--- config.mk ---
export PLATFORM = sky130hd
export DESIGN_NAME = image_frame_buffer_pp_flat
export DESIGN_NICKNAME = d
export VERILOG_FILES = /design/src/rtl/image_frame_buffer_pp_pkg.sv /design/src/rtl/image_frame_buffer_pp_if.sv /design/src/rtl/image_frame_buffer_pp_bank.sv /design/src/rtl/image_frame_buffer_pp.sv /design/src/flat_wrapper.sv
export SDC_FILE = /design/constraint.sdc
export NUM_CORES = 2
export LEC_CHECK = 0
export CAP_MARGIN = 40
export CORE_MARGIN = 3
export CORE_UTILIZATION = 46
export CTS_CLUSTER_SIZE = 40
export DETAILED_ROUTE_END_ITERATION = 10
export GPL_TIMING_DRIVEN = 0
export PLACE_DENSITY = 0.7
export SYNTH_ARGS = -nofsm -noshare
export SYNTH_HDL_FRONTEND = slang
export SYNTH_SLANG_ARGS = --single-unit
--- constraint.sdc ---
create_clock -name clk -period 4 [get_ports clk]
set_input_delay 0.8 -clock clk [delete_from_list [all_inputs] [get_ports clk]]
set_output_delay 0.8 -clock clk [all_outputs]
set_load 0.02 [all_outputs]
--- src/rtl/image_frame_buffer_pp_pkg.sv ---
// Types, default geometry and the bank-size helper shared by the frame buffer
// and the BNN inference core.
package image_buffer_pkg;

    typedef enum logic {
        FILL  = 1'b0,
        STALL = 1'b1
    } fill_state_t;

    localparam int DEF_IMG_WIDTH  = 30;
    localparam int DEF_IMG_HEIGHT = 30;
    localparam int DEF_BYTE_W     = 8;
    localparam int DEF_CNT_W      = 16;

    // Pixel bits rounded up to a whole number of write beats.
    function automatic int padded_bits(input int w, input int h, input int byte_w);
        return ((w * h + byte_w - 1) / byte_w) * byte_w;
    endfunction

endpackage

--- src/rtl/image_frame_buffer_pp_if.sv ---
// Write-stream and frame-handshake bundle between the receive path, the
// ping-pong buffer and the inference core.
interface image_frame_buffer_pp_if
    import image_buffer_pkg::*;
#(
    parameter int IMG_WIDTH  = DEF_IMG_WIDTH,
    parameter int IMG_HEIGHT = DEF_IMG_HEIGHT,
    parameter int BYTE_W     = DEF_BYTE_W,
    parameter int CNT_W      = DEF_CNT_W
);
    localparam int FRAME_BITS = padded_bits(IMG_WIDTH, IMG_HEIGHT, BYTE_W);
    localparam int ADDR_W     = $clog2(FRAME_BITS + 1);

    logic [BYTE_W-1:0]     data_in;
    logic                  write_enable;
    logic                  write_ready;
    logic [ADDR_W-1:0]     write_addr;
    logic                  full;
    logic                  empty;
    logic                  overflow;
    logic                  frame_valid;
    logic                  frame_ready;
    logic [FRAME_BITS-1:0] img_out;
    logic [CNT_W-1:0]      frame_count;

    modport master (
        output data_in, write_enable, frame_ready,
        input  write_ready, write_addr, full, empty, overflow,
        input  frame_valid, img_out, frame_count
    );

    modport slave (
        input  data_in, write_enable, frame_ready,
        output write_ready, write_addr, full, empty, overflow,
        output frame_valid, img_out, frame_count
    );

endinterface

--- src/rtl/image_frame_buffer_pp_bank.sv ---
// One frame-wide register bank: each beat-sized slice has its own write
// enable decoded from the bit address, so no wide data mux is built.
module image_bank #(
    parameter int FRAME_BITS = 904,
    parameter int BYTE_W     = 8,
    parameter int ADDR_W     = 10
) (
    input  logic                  clk,
    input  logic                  rst_n,
    input  logic                  clear,
    input  logic                  we,
    input  logic [ADDR_W-1:0]     addr,
    input  logic [BYTE_W-1:0]     wdata,
    output logic [FRAME_BITS-1:0] q
);
    localparam int BEATS = FRAME_BITS / BYTE_W;

    genvar gi;
    generate
        for (gi = 0; gi < BEATS; gi++) begin : g_beat
            logic [BYTE_W-1:0] slice_reg;

            always_ff @(posedge clk or negedge rst_n) begin
                if (!rst_n) begin
                    slice_reg <= '0;
                end else if (clear) begin
                    slice_reg <= '0;
                end else if (we && (addr == ADDR_W'(gi * BYTE_W))) begin
                    slice_reg <= wdata;
                end
            end

            assign q[gi*BYTE_W +: BYTE_W] = slice_reg;
        end
    endgenerate

endmodule

--- src/rtl/image_frame_buffer_pp.sv ---
// Ping-pong image buffer: one bank fills from the byte stream while the other
// is presented to the inference core; banks swap by index, never by copy.
module image_frame_buffer_pp
    import image_buffer_pkg::*;
#(
    parameter int IMG_WIDTH  = DEF_IMG_WIDTH,
    parameter int IMG_HEIGHT = DEF_IMG_HEIGHT,
    parameter int BYTE_W     = DEF_BYTE_W,
    parameter int CNT_W      = DEF_CNT_W
) (
    input  logic                     clk,
    input  logic                     rst_n,
    input  logic                     clear_buffer,
    image_frame_buffer_pp_if.slave   bus
);
    localparam int FRAME_BITS = padded_bits(IMG_WIDTH, IMG_HEIGHT, BYTE_W);
    localparam int ADDR_W     = $clog2(FRAME_BITS + 1);
    localparam logic [ADDR_W-1:0] LAST_ADDR = ADDR_W'(FRAME_BITS - BYTE_W);
    localparam logic [ADDR_W-1:0] STEP      = ADDR_W'(BYTE_W);

    fill_state_t       state_reg;
    logic [ADDR_W-1:0] ptr_reg;
    logic              sel_reg;
    logic              frame_valid_reg;
    logic              overflow_reg;
    logic [CNT_W-1:0]  frame_count_reg;

    logic accept;
    logic last_beat;
    logic frame_release;
    logic swap;
    logic bank_we;
    logic [FRAME_BITS-1:0] bank0_q;
    logic [FRAME_BITS-1:0] bank1_q;

    assign accept        = bus.write_enable && (state_reg == FILL);
    assign last_beat     = accept && (ptr_reg == LAST_ADDR);
    assign frame_release = frame_valid_reg && bus.frame_ready;
    // A finished fill hands over immediately when the presented bank is free
    // or being released in the same cycle; otherwise STALL waits for release.
    assign swap = (last_beat && (!frame_valid_reg || bus.frame_ready)) ||
                  ((state_reg == STALL) && frame_release);
    assign bank_we = accept && !clear_buffer;

    always_ff @(posedge clk or negedge rst_n) begin
        if (!rst_n) begin
            state_reg       <= FILL;
            ptr_reg         <= '0;
            sel_reg         <= 1'b0;
            frame_valid_reg <= 1'b0;
            overflow_reg    <= 1'b0;
            frame_count_reg <= '0;
        end else if (clear_buffer) begin
            state_reg       <= FILL;
            ptr_reg         <= '0;
            sel_reg         <= 1'b0;
            frame_valid_reg <= 1'b0;
            overflow_reg    <= 1'b0;
            frame_count_reg <= '0;
        end else begin
            if (bus.write_enable && (state_reg == STALL)) begin
                overflow_reg <= 1'b1;
            end
            if (accept) begin
                ptr_reg <= last_beat ? '0 : ptr_reg + STEP;
            end
            if (swap) begin
                sel_reg         <= ~sel_reg;
                frame_valid_reg <= 1'b1;
                frame_count_reg <= frame_count_reg + 1'b1;
                state_reg       <= FILL;
            end else begin
                if (frame_release) begin
                    frame_valid_reg <= 1'b0;
                end
                if (last_beat) begin
                    state_reg <= STALL;
                end
            end
        end
    end

    image_bank #(
        .FRAME_BITS (FRAME_BITS),
        .BYTE_W     (BYTE_W),
        .ADDR_W     (ADDR_W)
    ) u_bank0 (
        .clk   (clk),
        .rst_n (rst_n),
        .clear (clear_buffer),
        .we    (bank_we && !sel_reg),
        .addr  (ptr_reg),
        .wdata (bus.data_in),
        .q     (bank0_q)
    );

    image_bank #(
        .FRAME_BITS (FRAME_BITS),
        .BYTE_W     (BYTE_W),
        .ADDR_W     (ADDR_W)
    ) u_bank1 (
        .clk   (clk),
        .rst_n (rst_n),
        .clear (clear_buffer),
        .we    (bank_we && sel_reg),
        .addr  (ptr_reg),
        .wdata (bus.data_in),
        .q     (bank1_q)
    );

    // The presented bank is always the one not being filled.
    assign bus.img_out     = sel_reg ? bank0_q : bank1_q;
    assign bus.write_ready = (state_reg == FILL);
    assign bus.full        = (state_reg == STALL);
    assign bus.write_addr  = ptr_reg;
    assign bus.empty       = (ptr_reg == '0) && !frame_valid_reg;
    assign bus.overflow    = overflow_reg;
    assign bus.frame_valid = frame_valid_reg;
    assign bus.frame_count = frame_count_reg;

`ifndef SYNTHESIS
    a_ptr_bound: assert property (@(posedge clk) disable iff (!rst_n)
        ptr_reg <= LAST_ADDR);
    a_no_stall_write: assert property (@(posedge clk) disable iff (!rst_n)
        !(bank_we && (state_reg == STALL)));
    a_count_on_swap: assert property (@(posedge clk) disable iff (!rst_n)
        (!clear_buffer && !swap) |=> $stable(frame_count_reg));
`endif

endmodule
--- src/flat_wrapper.sv ---
// flat-port wrapper written by rule: the top's interface ports become plain ports
module image_frame_buffer_pp_flat import image_buffer_pkg::*;
#(
    parameter int IMG_WIDTH  = DEF_IMG_WIDTH,
    parameter int IMG_HEIGHT = DEF_IMG_HEIGHT,
    parameter int BYTE_W     = DEF_BYTE_W,
    parameter int CNT_W      = DEF_CNT_W
)
  (clk, rst_n, clear_buffer, bus_data_in, bus_write_enable, bus_frame_ready, bus_write_ready, bus_write_addr, bus_full, bus_empty, bus_overflow, bus_frame_valid, bus_img_out, bus_frame_count);
  image_frame_buffer_pp_if #(.IMG_WIDTH(IMG_WIDTH), .IMG_HEIGHT(IMG_HEIGHT), .BYTE_W(BYTE_W), .CNT_W(CNT_W)) bus_i ();
  input  logic clk;
  input  logic rst_n;
  input  logic clear_buffer;
  input wire logic [$bits(bus_i.data_in)-1:0] bus_data_in;
  input wire logic [$bits(bus_i.write_enable)-1:0] bus_write_enable;
  input wire logic [$bits(bus_i.frame_ready)-1:0] bus_frame_ready;
  output wire logic [$bits(bus_i.write_ready)-1:0] bus_write_ready;
  output wire logic [$bits(bus_i.write_addr)-1:0] bus_write_addr;
  output wire logic [$bits(bus_i.full)-1:0] bus_full;
  output wire logic [$bits(bus_i.empty)-1:0] bus_empty;
  output wire logic [$bits(bus_i.overflow)-1:0] bus_overflow;
  output wire logic [$bits(bus_i.frame_valid)-1:0] bus_frame_valid;
  output wire logic [$bits(bus_i.img_out)-1:0] bus_img_out;
  output wire logic [$bits(bus_i.frame_count)-1:0] bus_frame_count;
  assign bus_i.data_in = bus_data_in;
  assign bus_i.write_enable = bus_write_enable;
  assign bus_i.frame_ready = bus_frame_ready;
  assign bus_write_ready = bus_i.write_ready;
  assign bus_write_addr = bus_i.write_addr;
  assign bus_full = bus_i.full;
  assign bus_empty = bus_i.empty;
  assign bus_overflow = bus_i.overflow;
  assign bus_frame_valid = bus_i.frame_valid;
  assign bus_img_out = bus_i.img_out;
  assign bus_frame_count = bus_i.frame_count;
  image_frame_buffer_pp #(.IMG_WIDTH(IMG_WIDTH), .IMG_HEIGHT(IMG_HEIGHT), .BYTE_W(BYTE_W), .CNT_W(CNT_W)) u_core (.clk(clk), .rst_n(rst_n), .clear_buffer(clear_buffer), .bus(bus_i));
endmodule
==> run summary <==
For the number of warnings reported in the yosys synthesis log, the log shows 0. Summed over all layers, the routed wires come to 436000 um. For the area of the die, the log shows 0.197 mm^2. In the finished design, the share of the clock period the worst path needs comes to 102%. No sink is reached through more buffers than the 3 on the longest clock path. The run gives 8 as the first-pass detailed-route iteration total. The most used flip-flop cell after synthesis is sky130_fd_sc_hd__dfrtp_1. The clock arrives with 0.0410 ns of skew. The logs give 157000 um for the routed length on met1 and 1.01 for the global placer's final weighted congestion. Via count of the first global-routing pass: 69400. The start of the worst register-to-register path was u_core.bus.write_addr[5]. Count of mapped cells out of synthesis: 7353.

Count of pins on the block boundary: 948. The startpoint identified for the worst hold timing path is u_core.u_bank1.g_beat[99].slice_reg[6]. The core region is 0.190 mm^2. The initial antenna violation count was 39. The static leakage power is 0.0666 uW, and the clock transition at the register clock pins on the worst setup and hold paths after CTS is 0.06 ns. Buffers placed on the I/O ports in this run total 936.

Critical path's slowest cell: sky130_fd_sc_hd__dfrtp_1. The first global-routing pass estimated 585000 um of wire. The number of setup violations in the final report came out at 16. The logs give 3.20 ns for the critical path data required time and 179000 um for the wire length on met2.

The HPWL after detailed placement was 324000 um; the post-layout total power was 39800 uW. The kind of path behind the tightest hold check was flip-flop to flip-flop. Setup repair after global routing could not meet its margin everywhere. Measured along the y axis, the die boundary spans 444 um. Walking the worst path, the cells encountered are buf_2 -> nor2_2 -> buf_4 -> nand2_1 -> nor4_2 -> clkdlybuf4s15_2. The checks that failed: setup timing. The netlist uses 46 different library cells. After synthesis, the mean cell area works out to 12.0 um^2. The time the final worst path needs with I/O delays and setup is 4.06 ns, and the effective utilization at floorplan is 46.3%.

The power per cell area came out at 356 mW/mm^2. TritonCTS built the clock tree. The fraction of final layout cells sized beyond drive strength 1 was 21.3%.

Area growth from synthesis to layout: 26.7%. The tools report the worst IR drop on VDD as 0.000386 V. The most critical setup path has its startpoint at u_core.bus.write_addr[5]. Of all nets on the critical path, the largest fanout is 10. The routed design uses 50300 um of met3 wire. After the last flow step, the layout net total stands at 8710.

Dividing the detail-routed wire length by the instance count gives 38.3 um. For the clock latency on the worst-skew pair, the log shows 0.89 ns. For the number of remaining DRC errors, the log shows 0. Of the synthesized area, sequential elements account for 52.1%.

After detailed routing, the number of vias per cell comes to 6.29. The overall track demand over capacity in global routing was 43.2%; the number of max-capacitance violations reported was 0. For this run the aggregate overflow at the end of global routing stands at 0. OpenSTA, run right after detailed placement, puts the worst setup slack at -0.450 ns. The worst pin sits at a relative slew slack of 29.3%.

Measured along the x axis, the die boundary spans 444 um. The worst setup path is launched from a flip-flop. The largest total area in the synthesized netlist belongs to sky130_fd_sc_hd__dfrtp_1. Highest signal layer in the routed design: met5. Count of state elements after synthesis: 1835.

Cell at the root of the clock tree: sky130_fd_sc_hd__clkbuf_16. Data on the critical path arrives at its endpoint at 3.26 ns. Ranked by total cell area, the synthesized netlist is headed by sky130_fd_sc_hd__dfrtp_1 (52%), sky130_fd_sc_hd__mux2i_1 (21%), sky130_fd_sc_hd__mux2_2 (12%), sky130_fd_sc_hd__nor2_1 (7.7%), sky130_fd_sc_hd__nand4_4 (2.0%). The routed layout has 71600 vias. The total count of max-transition violations in the final report was 0; the timing-limited maximum frequency was 246 MHz. Clock tree synthesis found a total of 1835 sinks.

The standard-cell row count is 160, and the final setup slack of the worst path is -0.0603 ns. The number of antenna-violating nets in the routed design was 0; the number of buffers created by CTS was 197. The share of synthesized registers carrying an async set or reset works out to 100%.

Transition time of the tightest slew-check pin: 1.06 ns. The H-tree was split into 4 levels. The run finished, with violations left. The first routing iteration left 9603 violations.

The synthesized netlist occupies a cell area of 0.0882 mm^2. Counting flops with a built-in enable in the synthesized netlist gives 0. The worst setup path is captured at an output pin. In this design, the stage delay of the slowest critical-path cell is 0.49 ns. The kind of critical path was flip-flop to output pin. The share of Yosys cell area claimed by the top area cell type came out at 52.1%. Final hold violation count: 0.

For the largest net degree at the start of global routing, the log shows 182.
## cells by family (layout without fill, tap and decap cells)
| family | count (synthesis) | in the layout | share of synthesized area [%] |
|---|---|---|---|
| multiplexers | 2724 | 2724 | 32.2 |
| AND/OR/NAND/NOR | 2116 | 2116 | 12.2 |
| flip-flops | 1835 | 1835 | 52.1 |
| buffers and inverters | 638 | 2133 | 3.20 |
| AO/OA/AOI/OAI | 36 | 36 | 0.262 |
| adder cells (fa/ha/maj) | 2 | 2 | 0.0284 |
| other | 1 | 30 | 0.00425 |
| XOR/XNOR | 1 | 1 | 0.00993 |
## Yosys cell counts, drive strengths merged, types with 2 or more instances
| library cell | n |
|---|---|
| nand2 | 10 |
| nor3b | 3 |
| o21ai | 5 |
| nor2b | 12 |
| clkbuf | 442 |
| and4bb | 3 |
| nor2 | 1820 |
| or3 | 3 |
| nand4 | 212 |
| ha | 2 |
| buf | 193 |
| and3b | 3 |
| a21oi | 16 |
| a21o | 2 |
| and4b | 2 |
| inv | 3 |
| nand3 | 11 |
| and3 | 2 |
| and4 | 17 |
| mux2i | 1811 |
| or4 | 5 |
| nor4 | 6 |
| a22o | 4 |
| nor4b | 3 |
| dfrtp | 1835 |
| o31ai | 5 |
| mux2 | 913 |
## path summary, 6_finish.rpt
check / end / slack (ns) / depth (start not counted)
setup / recovery: bus_empty / -0.06 / 6
hold reg to reg: u_core.u_bank1.g_beat[99].slice_reg[6] / 0.52 / 2
min in group asynchronous: u_core.u_bank1.g_beat[53].slice_reg[3] / 0.60 / 2
max in group asynchronous: u_core.bus.frame_count[7] / 1.06 / 4
setup reg to reg: u_core.u_bank0.g_beat[50].slice_reg[5] / 0.80 / 7
hold / removal: u_core.u_bank1.g_beat[99].slice_reg[6] / 0.52 / 2
## final cells by class
class | count | area (um^2)
Sequential cell | 1835 | 45900
Buffer | 635 | 3820
Fill cell | 15500 | 78600
Tap cell | 2511 | 3140
Clock buffer | 297 | 5760
Inverter | 3 | 11.3
Antenna cell | 27 | 67.6
Multi-Input combinational cell | 4882 | 39500
Clock inverter | 57 | 717
Timing Repair Buffer | 1141 | 12800
## stage by stage
stage               TNS (ns)  cell area (um^2)  hold slack [ns]  instances  util [%]
floorplan                  0             88200            0.480       7355         -
global placement           -            101000            0.494      10800      52.9
detailed placement    -89.54            104000            0.502      11000      54.5
CTS                   -0.211            111000            0.519      11400      58.4
global route         -0.0279            112000            0.531      11400      58.7
finish                -0.199            112000            0.516      11400      58.7
## cells in the final DEF, fill, tap and decap left out, types with 6 or more instances in the layout
cell and count:
sky130_fd_sc_hd__dfrtp_1 1835, sky130_fd_sc_hd__nor2_1 1819, sky130_fd_sc_hd__mux2i_1 1811, sky130_fd_sc_hd__mux2_2 911, sky130_fd_sc_hd__clkdlybuf4s50_1 668, sky130_fd_sc_hd__clkbuf_1 420, sky130_fd_sc_hd__clkbuf_16 203, sky130_fd_sc_hd__dlymetal6s2s_1 184
sky130_fd_sc_hd__nand4_2 128, sky130_fd_sc_hd__buf_8 106, sky130_fd_sc_hd__buf_6 95, sky130_fd_sc_hd__dlygate4sd2_1 82, sky130_fd_sc_hd__nand4_4 81, sky130_fd_sc_hd__buf_4 74, sky130_fd_sc_hd__clkbuf_8 62, sky130_fd_sc_hd__buf_2 60
sky130_fd_sc_hd__buf_12 28, sky130_fd_sc_hd__clkinv_2 28, sky130_fd_sc_hd__diode_2 27, sky130_fd_sc_hd__buf_16 27, sky130_fd_sc_hd__buf_1 24, sky130_fd_sc_hd__clkbuf_2 19, sky130_fd_sc_hd__clkbuf_4 18, sky130_fd_sc_hd__and4_1 17
sky130_fd_sc_hd__a21oi_1 16, sky130_fd_sc_hd__nor2b_1 12, sky130_fd_sc_hd__nand3_1 11, sky130_fd_sc_hd__nand2_1 10, sky130_fd_sc_hd__bufinv_16 10, sky130_fd_sc_hd__inv_6 6
## layer usage
metal	vias to the layer above	GRT usage, %
met4	22	39.6
met5	-	1.42
met1	37000	52.3
li1	28000	-
met2	5123	60.0
met3	1474	15.1
## report_power, final
group          switching, uW  internal (uW)  total (uW)  leakage (uW)
clock                   8110          10600       18700       0.00317
combinational           2070            432        2500        0.0378
sequential              8.23          18600       18600        0.0256
total                  10200          29600       39800        0.0666
## repair_timing
item / 4_1_cts / 5_1_grt
cloned: 1 / 0
setup buffers: 0 / 1
endpoints found under the setup margin: 905 / 358
pin swaps: 0 / 0
hold endpoints to repair: 92 / 0
hold buffers: 1 / 0
resized for setup: 334 / 226
## critical path, delay by kind of cell (launching register included)
family,cells,cell delay (ns)
flip-flops,1,0.49
buffers and inverters,3,0.97
AND/OR/NAND/NOR,3,0.90
(Power assumes the default switching activity.)
